--- config.mk ---
export PLATFORM = sky130hd
export DESIGN_NAME = z16_regfile_mp
export DESIGN_NICKNAME = d
export VERILOG_FILES = /design/src/rtl/z16_regfile_mp.sv
export SDC_FILE = /design/constraint.sdc
export NUM_CORES = 1
export LEC_CHECK = 0
export ABC_CLOCK_PERIOD_IN_PS = 4600
export CORE_UTILIZATION = 40
export DETAILED_ROUTE_END_ITERATION = 8
export PLACE_DENSITY = 0.61
export SLEW_MARGIN = 40
export SYNTH_ARGS = -nofsm -noshare
export SYNTH_HDL_FRONTEND = slang
export SYNTH_SLANG_ARGS = --single-unit
--- constraint.sdc ---
create_clock -name i_clk -period 4.6 [get_ports i_clk]
set_input_delay 0.69 -clock i_clk [delete_from_list [all_inputs] [get_ports i_clk]]
set_output_delay 0.69 -clock i_clk [all_outputs]
set_load 0.005 [all_outputs]
--- src/rtl/z16_regfile_mp.sv ---
// z16_regfile_mp: 2-read/2-write register file with bypass, optional zero register and clear sequencer
module z16_regfile_mp #(
  parameter int DATA_W         = 16,
  parameter int ADDR_W         = 4,
  parameter int BYPASS         = 1,
  parameter int ZERO_REG       = 0,
  parameter int CLEAR_ON_RESET = 1
) (
  input  logic              i_clk,
  input  logic              i_rst,
  input  logic [ADDR_W-1:0] i_rs1_addr,
  input  logic [ADDR_W-1:0] i_rs2_addr,
  output logic [DATA_W-1:0] o_rs1_data,
  output logic [DATA_W-1:0] o_rs2_data,
  input  logic [ADDR_W-1:0] i_rd_addr,
  input  logic              i_rd_wen,
  input  logic [DATA_W-1:0] i_rd_data,
  input  logic [ADDR_W-1:0] i_rd2_addr,
  input  logic              i_rd2_wen,
  input  logic [DATA_W-1:0] i_rd2_data,
  output logic              o_ready
);
  localparam int DEPTH = 2 ** ADDR_W;
  typedef enum logic {CLEAR, RUN} state_t;
  state_t            state;
  logic [ADDR_W:0]   cnt;
  logic [DATA_W-1:0] mem [DEPTH];
  logic              wa, wb, zr, bp;
  assign zr = (ZERO_REG != 0);
  assign bp = (BYPASS != 0);
  assign wa = i_rd_wen && !(zr && i_rd_addr == '0);
  assign wb = i_rd2_wen && !(zr && i_rd2_addr == '0);
  always_ff @(posedge i_clk) begin
    if (i_rst) begin
      state   <= (CLEAR_ON_RESET != 0) ? CLEAR : RUN;
      cnt     <= '0;
      o_ready <= (CLEAR_ON_RESET == 0);
    end else if (state == CLEAR) begin
      cnt <= cnt + 1'b1;
      if (cnt == (ADDR_W+1)'(DEPTH - 1)) begin
        state   <= RUN;
        o_ready <= 1'b1;
      end
    end
  end
  // Port B is written last so it wins an address collision
  always_ff @(posedge i_clk) begin
    if (state == CLEAR) mem[cnt[ADDR_W-1:0]] <= '0;
    else if (!i_rst) begin
      if (wa) mem[i_rd_addr] <= i_rd_data;
      if (wb) mem[i_rd2_addr] <= i_rd2_data;
    end
  end
  always_comb begin
    o_rs1_data = (state == CLEAR) ? '0 :
                 (zr && i_rs1_addr == '0) ? '0 :
                 (bp && i_rd2_wen && i_rd2_addr == i_rs1_addr) ? i_rd2_data :
                 (bp && i_rd_wen && i_rd_addr == i_rs1_addr) ? i_rd_data : mem[i_rs1_addr];
    o_rs2_data = (state == CLEAR) ? '0 :
                 (zr && i_rs2_addr == '0) ? '0 :
                 (bp && i_rd2_wen && i_rd2_addr == i_rs2_addr) ? i_rd2_data :
                 (bp && i_rd_wen && i_rd_addr == i_rs2_addr) ? i_rd_data : mem[i_rs2_addr];
  end
endmodule

Word-level counts from Yosys, hierarchy flattened

Memory sizes are Yosys's and may differ from the RTL's.
Cells that the tools add are included.

Flip-flop bits (word level): 7
Bits in latches: 0
Bits in writable memories: 256
Memory bits (read-only): 0
Input bits: 52
Memories: 1

Add/sub/neg operators: 1
Multipliers: 0
Div/mod/pow operators: 0
Magnitude comparators: 0
Equal/unequal tests: 5
Shift operators: 0
Multiplexer cells: 20
Bitwise logic cells: 1
Reduce and logical (&&, ||, !) cells: 6

Memory list:

| name | words | width | rd ports | clocked after Yosys merged registers in | wr ports | line | source |
|---|---|---|---|---|---|---|---|
| mem  | 16    | 16    | 2        | 0                                       | 2        | 27   | `logic [DATA_W-1:0] mem [DEPTH];` |

Operator list:

| cell                                                             | count |
|---|---|
| 16-bit two-way mux                                               | 7 |
| 4-bit == test                                                    | 4 |
| 16-bit OR reduction                                              | 1 |
| 1-bit two-way mux                                                | 12 |
| 5-bit by 1-bit adder with 5-bit output (second input constant)   | 1 |
| 5-bit by 4-bit == test with 1-bit output (second input constant) | 1 |
| 1-bit logical AND                                                | 4 |
| 4-bit two-way mux                                                | 1 |
| 2-bit AND reduction                                              | 1 |
| 1-bit NOT                                                        | 1 |

Depth between registers and ports, before layout

Gate-level depths: netlist of the first run.

Depth in word-level cells: 6
Mapped depth: 8

Least setup slack after synthesis of the first run

Ideal clock, no wire load.

Kind: input port to flip-flop
Start point: in i_rst
End point: mem mem[1][0], enable pin
Setup time: 0.411 ns
Arrival time: 3.044 ns
Required time: 4.189 ns
Setup slack: 1.145 ns
Stages on the path: 7
Cells stage by stage: buf_2 > nor3_2 > buf_2 > buf_4 > buf_6 > a32oi_1 > o21ai_0

RTL lines:

| item               | line | source |
|---|---|---|
| start: declaration | 10   | `input logic i_rst,` |
| end: declaration   | 27   |  |

Worst setup path after layout of the first run

Start point: in i_rs2_addr[2]
End point: out o_rs2_data[13]

Word-level cells in the longest chain between the ends: 5
Elaborated cells between the ends (all ways): 8

RTL lines:

| item                                                                            | line | source |
|---|---|---|
| start: declaration                                                              | 12   | `input logic [ADDR_W-1:0] i_rs2_addr,` |
| parallel branches: the longest is 3 deep, another holds memory read 16 x 16 bit | --   |  |
| 16-bit two-way mux (*)                                                          | 61   | `(bp && i_rd2_wen && i_rd2_addr == i_rs2_addr) ? i_rd2_data :` |
| 16-bit two-way mux (*)                                                          | 59   | `o_rs2_data = (state == CLEAR) ? '0 :` |
| end: declaration                                                                | 14   | `output logic [DATA_W-1:0] o_rs2_data,` |

Every way passes the cells marked *.

==> flow_metrics.env, run 1 <==
export IMPL_arrival_ns=3.43
export IMPL_drt_vias_per_instance=6.24
export IMPL_cpMostUsedCell="clkdlybuf4s50_1"
export IMPL_grt_max_degree=37
export IMPL_path_max_fanout=6
export IMPL_synth_common_cells="edfxtp_1, nand2_1, o21ai_1"
export IMPL_critPathMaxStageDelay_ns=0.68
export IMPL_stdcell_count=1929
export IMPL_worstMarginPinSlew_ns=0.884
export IMPL_final_hold_viol_count=0
export IMPL_fin_crit_ns=4.12
export IMPL_grt_util_met2_pct=46.0
export IMPL_wl_per_cell_um=28.1
export IMPL_ant_nets=0
export IMPL_synth_most_common_cell="edfxtp_1"
export IMPL_cts_sinks=263
export IMPL_worstSetupEndpointType="output pin"
export IMPL_start_kind="primary input"
export IMPL_die_area_um2=41200
export IMPL_cts_root_buf="clkbuf_16"
export IMPL_holdPathEnd="o_ready$_SDFFE_PP0P_"
export IMPL_die_y_um=203
export IMPL_cts_setup_buffers=0
export IMPL_die_x_um=203
export IMPL_wl_mm=54.1
export IMPL_yosysTopAreaCell="edfxtp_1"
export IMPL_placementRows=73
export IMPL_overflow=0
export IMPL_drtIter0Drc=1629
export IMPL_dpl_hpwl_mm=34.0
export IMPL_p_leak_nw=6.58
export IMPL_clkLatencyLatePin_ns=0.57
export IMPL_initial_core_util_pct=40.6
export IMPL_netlist_top_cells_area="edfxtp_1, mux4_2, nand2_1"
export IMPL_met3_usage_pct=3.80
export IMPL_path_class="in2out"
export IMPL_cp_cell_sequence="clkdlybuf4s50_1 > xnor2_1 > nand4_1 > o21a_1 > buf_4 > a222oi_1 > nor2_1 > clkdlybuf4s50_1"
export IMPL_synth_edf_count=256
export IMPL_htreeDepth=1
export IMPL_core_area_um2=39700
export IMPL_yosysTopAreaCellShare_pct=47.6
export IMPL_yosysUniqueCellTypes=51
export IMPL_maxCapViolations=0
export IMPL_drv_slew=0
export IMPL_synth_seq_cells=263
export IMPL_syn_avg_cell_area_um2=11.9
export IMPL_timing_reg2reg_worst_path_depth=6
export IMPL_tns_ns=0
export IMPL_whs_path_depth=2
export IMPL_cts_path_max_buffers=3
export IMPL_n_antenna_cell=0
export IMPL_rsz0062_at_grt="no"
export IMPL_slew_headroom_pct=41.1
export IMPL_async_reset_ff_share_pct=0
export IMPL_grt_pass1_vias=11900
export IMPL_synth_ff_type="edfxtp_1"
export IMPL_fmax_mhz=242
export IMPL_area_delta_synth_final_pct=15.0
export IMPL_netlist_instances=1361
export IMPL_fillers=3516
export IMPL_cp_slowest_cell="clkdlybuf4s50_1"
export IMPL_p_per_area_nw_per_um2=300
export IMPL_r2r_start="state$_SDFF_PP0_"
export IMPL_layout_drive_gt1_share_pct=20.2
export IMPL_drt_pass1_iter_count=6
export IMPL_placed_cells=1877
export IMPL_gp_congestion=0.899
export IMPL_yosysSeqAreaShare_pct=48.5
export IMPL_vdd_drop_max_v=0.000311
export IMPL_antenna_found_initial=0
export IMPL_crit_cells=8
export IMPL_final_core_util_pct=46.7
export IMPL_port_buffers=84
export IMPL_fin_worst_skew_ns=0.0224
export IMPL_clkTransAtPathRegs_ns=0.06
export IMPL_r2r_end="mem[11][15]$_DFFE_PP_"
export IMPL_finalSetupViolCount=0
export IMPL_netlist_area_um2=16100
export IMPL_grt_use_total_pct=26.5
export IMPL_period_share_pct=89.7
export IMPL_grt_pass1_wl_mm=79.1
export IMPL_met1_usage_pct=33.5
export IMPL_path_delay_family="buffers and inverters"
export IMPL_cts_inserted_buffers=28
export IMPL_fin_nets=1436
export IMPL_crit_buf_inv=3
export IMPL_yosysWarnings=0
export IMPL_vias=12000
export IMPL_cts_resized=0
export IMPL_postCtsHoldBufs=0
export IMPL_hold_start="o_ready$_SDFFE_PP0P_"
export IMPL_syn_nets=1415
export IMPL_busiest_layer="met2"
export IMPL_r2r_slack_ns=1.45
export IMPL_cts_tree="built"
export IMPL_cp_data_required_time_ns=3.91
export IMPL_boundaryPins=85
export IMPL_status="completed"
export IMPL_worstHoldPathType="reg2reg"
export IMPL_drcViolationCount=0
export IMPL_p_total_mw=5.57
[tightest hold or removal path: stages (launching register included)]
cell	delay (ns)
dfxtp_1	0.34
a21oi_1	0.05
nor2_1	0.07
[power breakdown]
| part | switching [mW] | total (mW) | internal, mW | leakage, nW |
|---|---|---|---|---|
| clock network | 0.987 | 2.33 | 1.34 | 0.448 |
| logic | 0.335 | 0.572 | 0.237 | 3.46 |
| registers | 0.0225 | 2.67 | 2.65 | 2.68 |
[cells by family (layout without fill, tap and decap cells)]
logic type	count (synthesis)	count (layout)	share of synthesized area, %
AO/OA/AOI/OAI	332	332	12.3
XOR/XNOR	19	19	1.03
adder cells (fa/ha/maj)	2	2	0.155
buffers and inverters	166	209	4.85
flip-flops	263	263	48.5
multiplexers	193	193	22.7
AND/OR/NAND/NOR	386	386	10.5
[per-layer routing]
| metal | vias up | wire length, um |
|---|---|---|
| met5 | - | 0 |
| met2 | 661 | 26900 |
| li1 | 5272 | - |
| met1 | 5972 | 20000 |
| met3 | 123 | 5060 |
| met4 | 0 | 2200 |
[area by class of cell]
type	instances	area [um2]	share of cell area [%]
clock buffers	30	708	3.81
clock inverters	22	226	1.22
inverters	8	30.0	0.162
multi-input cells	932	7700	41.5
flip-flops and latches	263	7830	42.2
well taps	525	657	3.54
repair buffers	149	1420	7.64
[through the flow]
step | setup WS, ns | cell area, um2 | hold slack [ns]
after CTS | 0.398 | 18600 | 0.495
final | 0.475 | 18600 | 0.485
after floorplan | 1.14 | 16100 | 0.454
after global routing | 0.397 | 18600 | 0.527
after global placement | 0.460 | 17600 | 0.451
after detailed placement | 0.413 | 17600 | 0.476
[how the worst max path moves through the flow]
stage / from / endpoint / slack [ns]
2_1_floorplan: i_rst / mem[1][0]$_DFFE_PP_ / 1.14
3_3_place_gp: i_rd_addr[3] / o_rs1_data[9] / 0.46
3_5_place_dp: i_rd_addr[3] / o_rs1_data[13] / 0.41
4_1_cts: i_rd_addr[3] / o_rs1_data[9] / 0.40
5_1_grt: i_rd2_addr[2] / o_rs2_data[1] / 0.40
6_report: i_rs2_addr[2] / o_rs2_data[13] / 0.48
[sequential cells by signal (all words and copies together), names as in the netlist]
name     count
state        1
cnt          5
o_ready      1
mem        256
[layout by cell type (no fill, tap or decap), types with 8 or more instances in the layout]
master / synthesis / routed
a211oi_1: 15 / 15
a21oi_1: 19 / 19
a221o_1: 16 / 16
a222oi_1: 15 / 15
a22oi_1: 33 / 33
and2_1: 36 / 36
buf_12: 3 / 10
buf_4: 7 / 57
clkbuf_16: 0 / 28
clkdlybuf4s50_1: 0 / 76
clkinv_1: 0 / 8
edfxtp_1: 256 / 256
mux2_1: 27 / 27
mux2_2: 21 / 21
mux2i_1: 17 / 17
mux4_1: 18 / 18
mux4_2: 110 / 110
nand2_1: 251 / 251
nor2_1: 52 / 45
nor2b_1: 25 / 21
o21ai_0: 80 / 77
o21ai_1: 131 / 131
xnor2_1: 9 / 9
xor2_1: 10 / 10
(Power assumes the default switching activity.)
==> run 2: changes to the inputs <==
--- a/config.mk
+++ b/config.mk
@@ -5,9 +5,10 @@
 export SDC_FILE = /design/constraint.sdc
 export NUM_CORES = 1
 export LEC_CHECK = 0
-export ABC_CLOCK_PERIOD_IN_PS = 4600
+export ABC_CLOCK_PERIOD_IN_PS = 5000
 export CORE_UTILIZATION = 40
 export DETAILED_ROUTE_END_ITERATION = 8
+export GPL_TIMING_DRIVEN = 0
 export PLACE_DENSITY = 0.61
 export SLEW_MARGIN = 40
 export SYNTH_ARGS = -nofsm -noshare
==> constraint.sdc (replaced) <==
create_clock -name i_clk -period 5 [get_ports i_clk]
set_input_delay 0.75 -clock i_clk [delete_from_list [all_inputs] [get_ports i_clk]]
set_output_delay 0.75 -clock i_clk [all_outputs]
set_load 0.005 [all_outputs]
==> run 2 against run 1 <==
Clock power shrank 7%. First-iteration DRC count shrank 8.5%. Critical path depth is 1 higher. Cell count is 4.5% higher. Sequential share of layout area is 0.43 points lower. Sequential cell count unchanged. Worst hold slack worse by 0.015 ns.
==> flow_metrics.env, run 2 (same netlist as run 1, synthesis figures left out) <==
export IMPL_cp_cell_sequence="clkdlybuf4s50_1 > buf_2 > buf_2 > buf_2 > mux4_2 > mux2i_1 > a21oi_1 > a221o_1 > clkdlybuf4s50_1"
export IMPL_slew_headroom_pct=42.1
export IMPL_p_total_mw=5.13
export IMPL_dpl_hpwl_mm=41.4
export IMPL_grt_pass1_vias=12100
export IMPL_final_hold_viol_count=0
export IMPL_clkTransAtPathRegs_ns=0.07
export IMPL_overflow=0
export IMPL_wl_per_cell_um=26.0
export IMPL_finalSetupViolCount=0
export IMPL_top_regs="mem x256, cnt x5"
export IMPL_fin_worst_skew_ns=0.0127
export IMPL_wl_met1_mm=21.5
export IMPL_fin_nets=1523
export IMPL_boundaryPins=85
export IMPL_initial_core_util_pct=40.6
export IMPL_p_clk_share_pct=42.1
export IMPL_grt_pass1_wl_mm=78.2
export IMPL_clkLatencyLatePin_ns=0.57
export IMPL_n_antenna_cell=0
export IMPL_power_switching_mw=1.26
export IMPL_final_common_cell="edfxtp_1"
export IMPL_die_y_um=203
export IMPL_cts_sinks=263
export IMPL_placed_cells=1962
export IMPL_grt_use_total_pct=25.6
export IMPL_path_class="in2out"
export IMPL_cp_data_required_time_ns=4.25
export IMPL_arrival_ns=4.10
export IMPL_final_core_util_pct=47.2
export IMPL_port_buffers=64
export IMPL_vias=12300
export IMPL_core_area_um2=39700
export IMPL_drt_pass1_iter_count=5
export IMPL_power_frac_seq_pct=47.9
export IMPL_layout_drive_gt1_share_pct=17.8
export IMPL_largest_register_ffs=256
export IMPL_drt_vias_per_instance=6.10
export IMPL_power_internal_mw=3.87
export IMPL_p_comb_share_pct=9.9
export IMPL_antenna_found_initial=0
export IMPL_path_max_fanout=10
export IMPL_worstMarginPinSlew_ns=0.868
export IMPL_stdcell_count=2016
export IMPL_drcViolationCount=0
export IMPL_placementRows=73
export IMPL_cp_slowest_cell="clkdlybuf4s50_1"
export IMPL_status="completed"
export IMPL_layout_common_cells="edfxtp_1, nand2_1, o21ai_1"
export IMPL_cts_tree="built"
export IMPL_worstSetupEndpointType="output pin"
export IMPL_area_delta_synth_final_pct=16.2
export IMPL_p_per_area_nw_per_um2=274
export IMPL_cpMostUsedCell="buf_2"
export IMPL_vdd_drop_max_v=0.000268
export IMPL_drv_slew=0
export IMPL_cts_setup_buffers=0
export IMPL_critPathMaxStageDelay_ns=0.54
export IMPL_drtIter0Drc=1490
export IMPL_fin_area_um2=18800
export IMPL_cts_inserted_buffers=29
export IMPL_fmax_mhz=206
export IMPL_p_sw_share_pct=24.6
export IMPL_dr_wl_met2_mm=25.2
export IMPL_cts_path_max_buffers=3
export IMPL_die_x_um=203
export IMPL_ant_nets=0
export IMPL_maxCapViolations=0
export IMPL_postPlaceCellArea_um2=17800
export IMPL_fin_crit_ns=4.85
export IMPL_period_share_pct=97.0
export IMPL_top_layer="met4"
export IMPL_start_kind="primary input"
export IMPL_register_area_um2=7830
export IMPL_htreeDepth=1
export IMPL_die_area_um2=41200
export IMPL_rsz0062_at_grt="no"
export IMPL_met3_length_mm=4.87
export IMPL_wl_mm=52.4
export IMPL_gp_congestion=0.947
export IMPL_fillers=3544
export IMPL_grt_max_degree=17
export IMPL_worstHoldPathType="reg2reg"
export IMPL_p_leak_nw=6.58
export IMPL_cts_root_buf="clkbuf_16"
export IMPL_regMostFlops="mem"
export IMPL_multiInputGateArea_um2=7760
[run 2: cell count changes in the layout (fill, tap and decap cells not counted), sizes merged]
cell | previous run | this run
bufinv | 4 | 3
inv | 8 | 10
buf | 73 | 68
clkinv | 15 | 13
clkdlybuf4s50 | 76 | 64
clkinvlp | 3 | 4
clkbuf | 30 | 134
[run 2: path summary, 6_finish.rpt]
| path | cells past startpoint | from | end | slack, ns |
|---|---|---|---|---|
| max | 9 | i_rs1_addr[1] | o_rs1_data[2] | 0.15 |
| min | 2 | o_ready$_SDFFE_PP0P_ | o_ready$_SDFFE_PP0P_ | 0.47 |
| max reg2reg | 9 | state$_SDFF_PP0_ | mem[13][14]$_DFFE_PP_ | 1.74 |
| min reg2reg | 2 | o_ready$_SDFFE_PP0P_ | o_ready$_SDFFE_PP0P_ | 0.47 |
[run 2: final cells by class]
class	instances	area share [%]
Sequential cell	263	41.7
Tap cell	525	3.50
Clock inverter	22	1.12
Clock buffer	31	3.91
Buffer	158	4.02
Timing Repair Buffer	77	4.20
Inverter	8	0.160
Multi-Input combinational cell	932	41.4
[run 2: what timing repair did]
action | 4_1_cts | 5_1_grt
gates resized for setup | 0 | 2
endpoints found under the setup margin | 0 | 1
hold buffers | 0 | 0
[run 2: metal layers]
metal / vias up / GRT usage, %
met5: - / 0
met4: 0 / 5.61
met3: 53 / 3.95
met2: 657 / 42.4
met1: 6155 / 35.4
li1: 5439 / -
[run 2: through the flow]
step / setup slack [ns] / TNS (ns) / hold WS [ns]
3_3_place_gp: -0.420 / -17.04 / 0.453
6_report: 0.148 / 0 / 0.470
3_5_place_dp: 0.150 / 0 / 0.465
4_1_cts: 0.142 / 0 / 0.477
2_1_floorplan: 1.48 / 0 / 0.454
5_1_grt: 0.135 / 0 / 0.497
[run 2: critical path, delay by kind of cell]
kind	cells	cell delay (ns)
muxes	2	0.73
AOI/OAI and AO/OA	2	0.48
buffers and inverters	5	2.12
[run 2: power by group through the flow]
stage               clock network [mW]  registers [mW]  logic, mW
finish                            2.16            2.46      0.511
global route                      2.25            2.46      0.534
CTS                               2.17            2.46      0.500
detailed placement                   0            2.51      0.497
global placement                     0            2.50      0.471
floorplan                            0            2.50      0.310
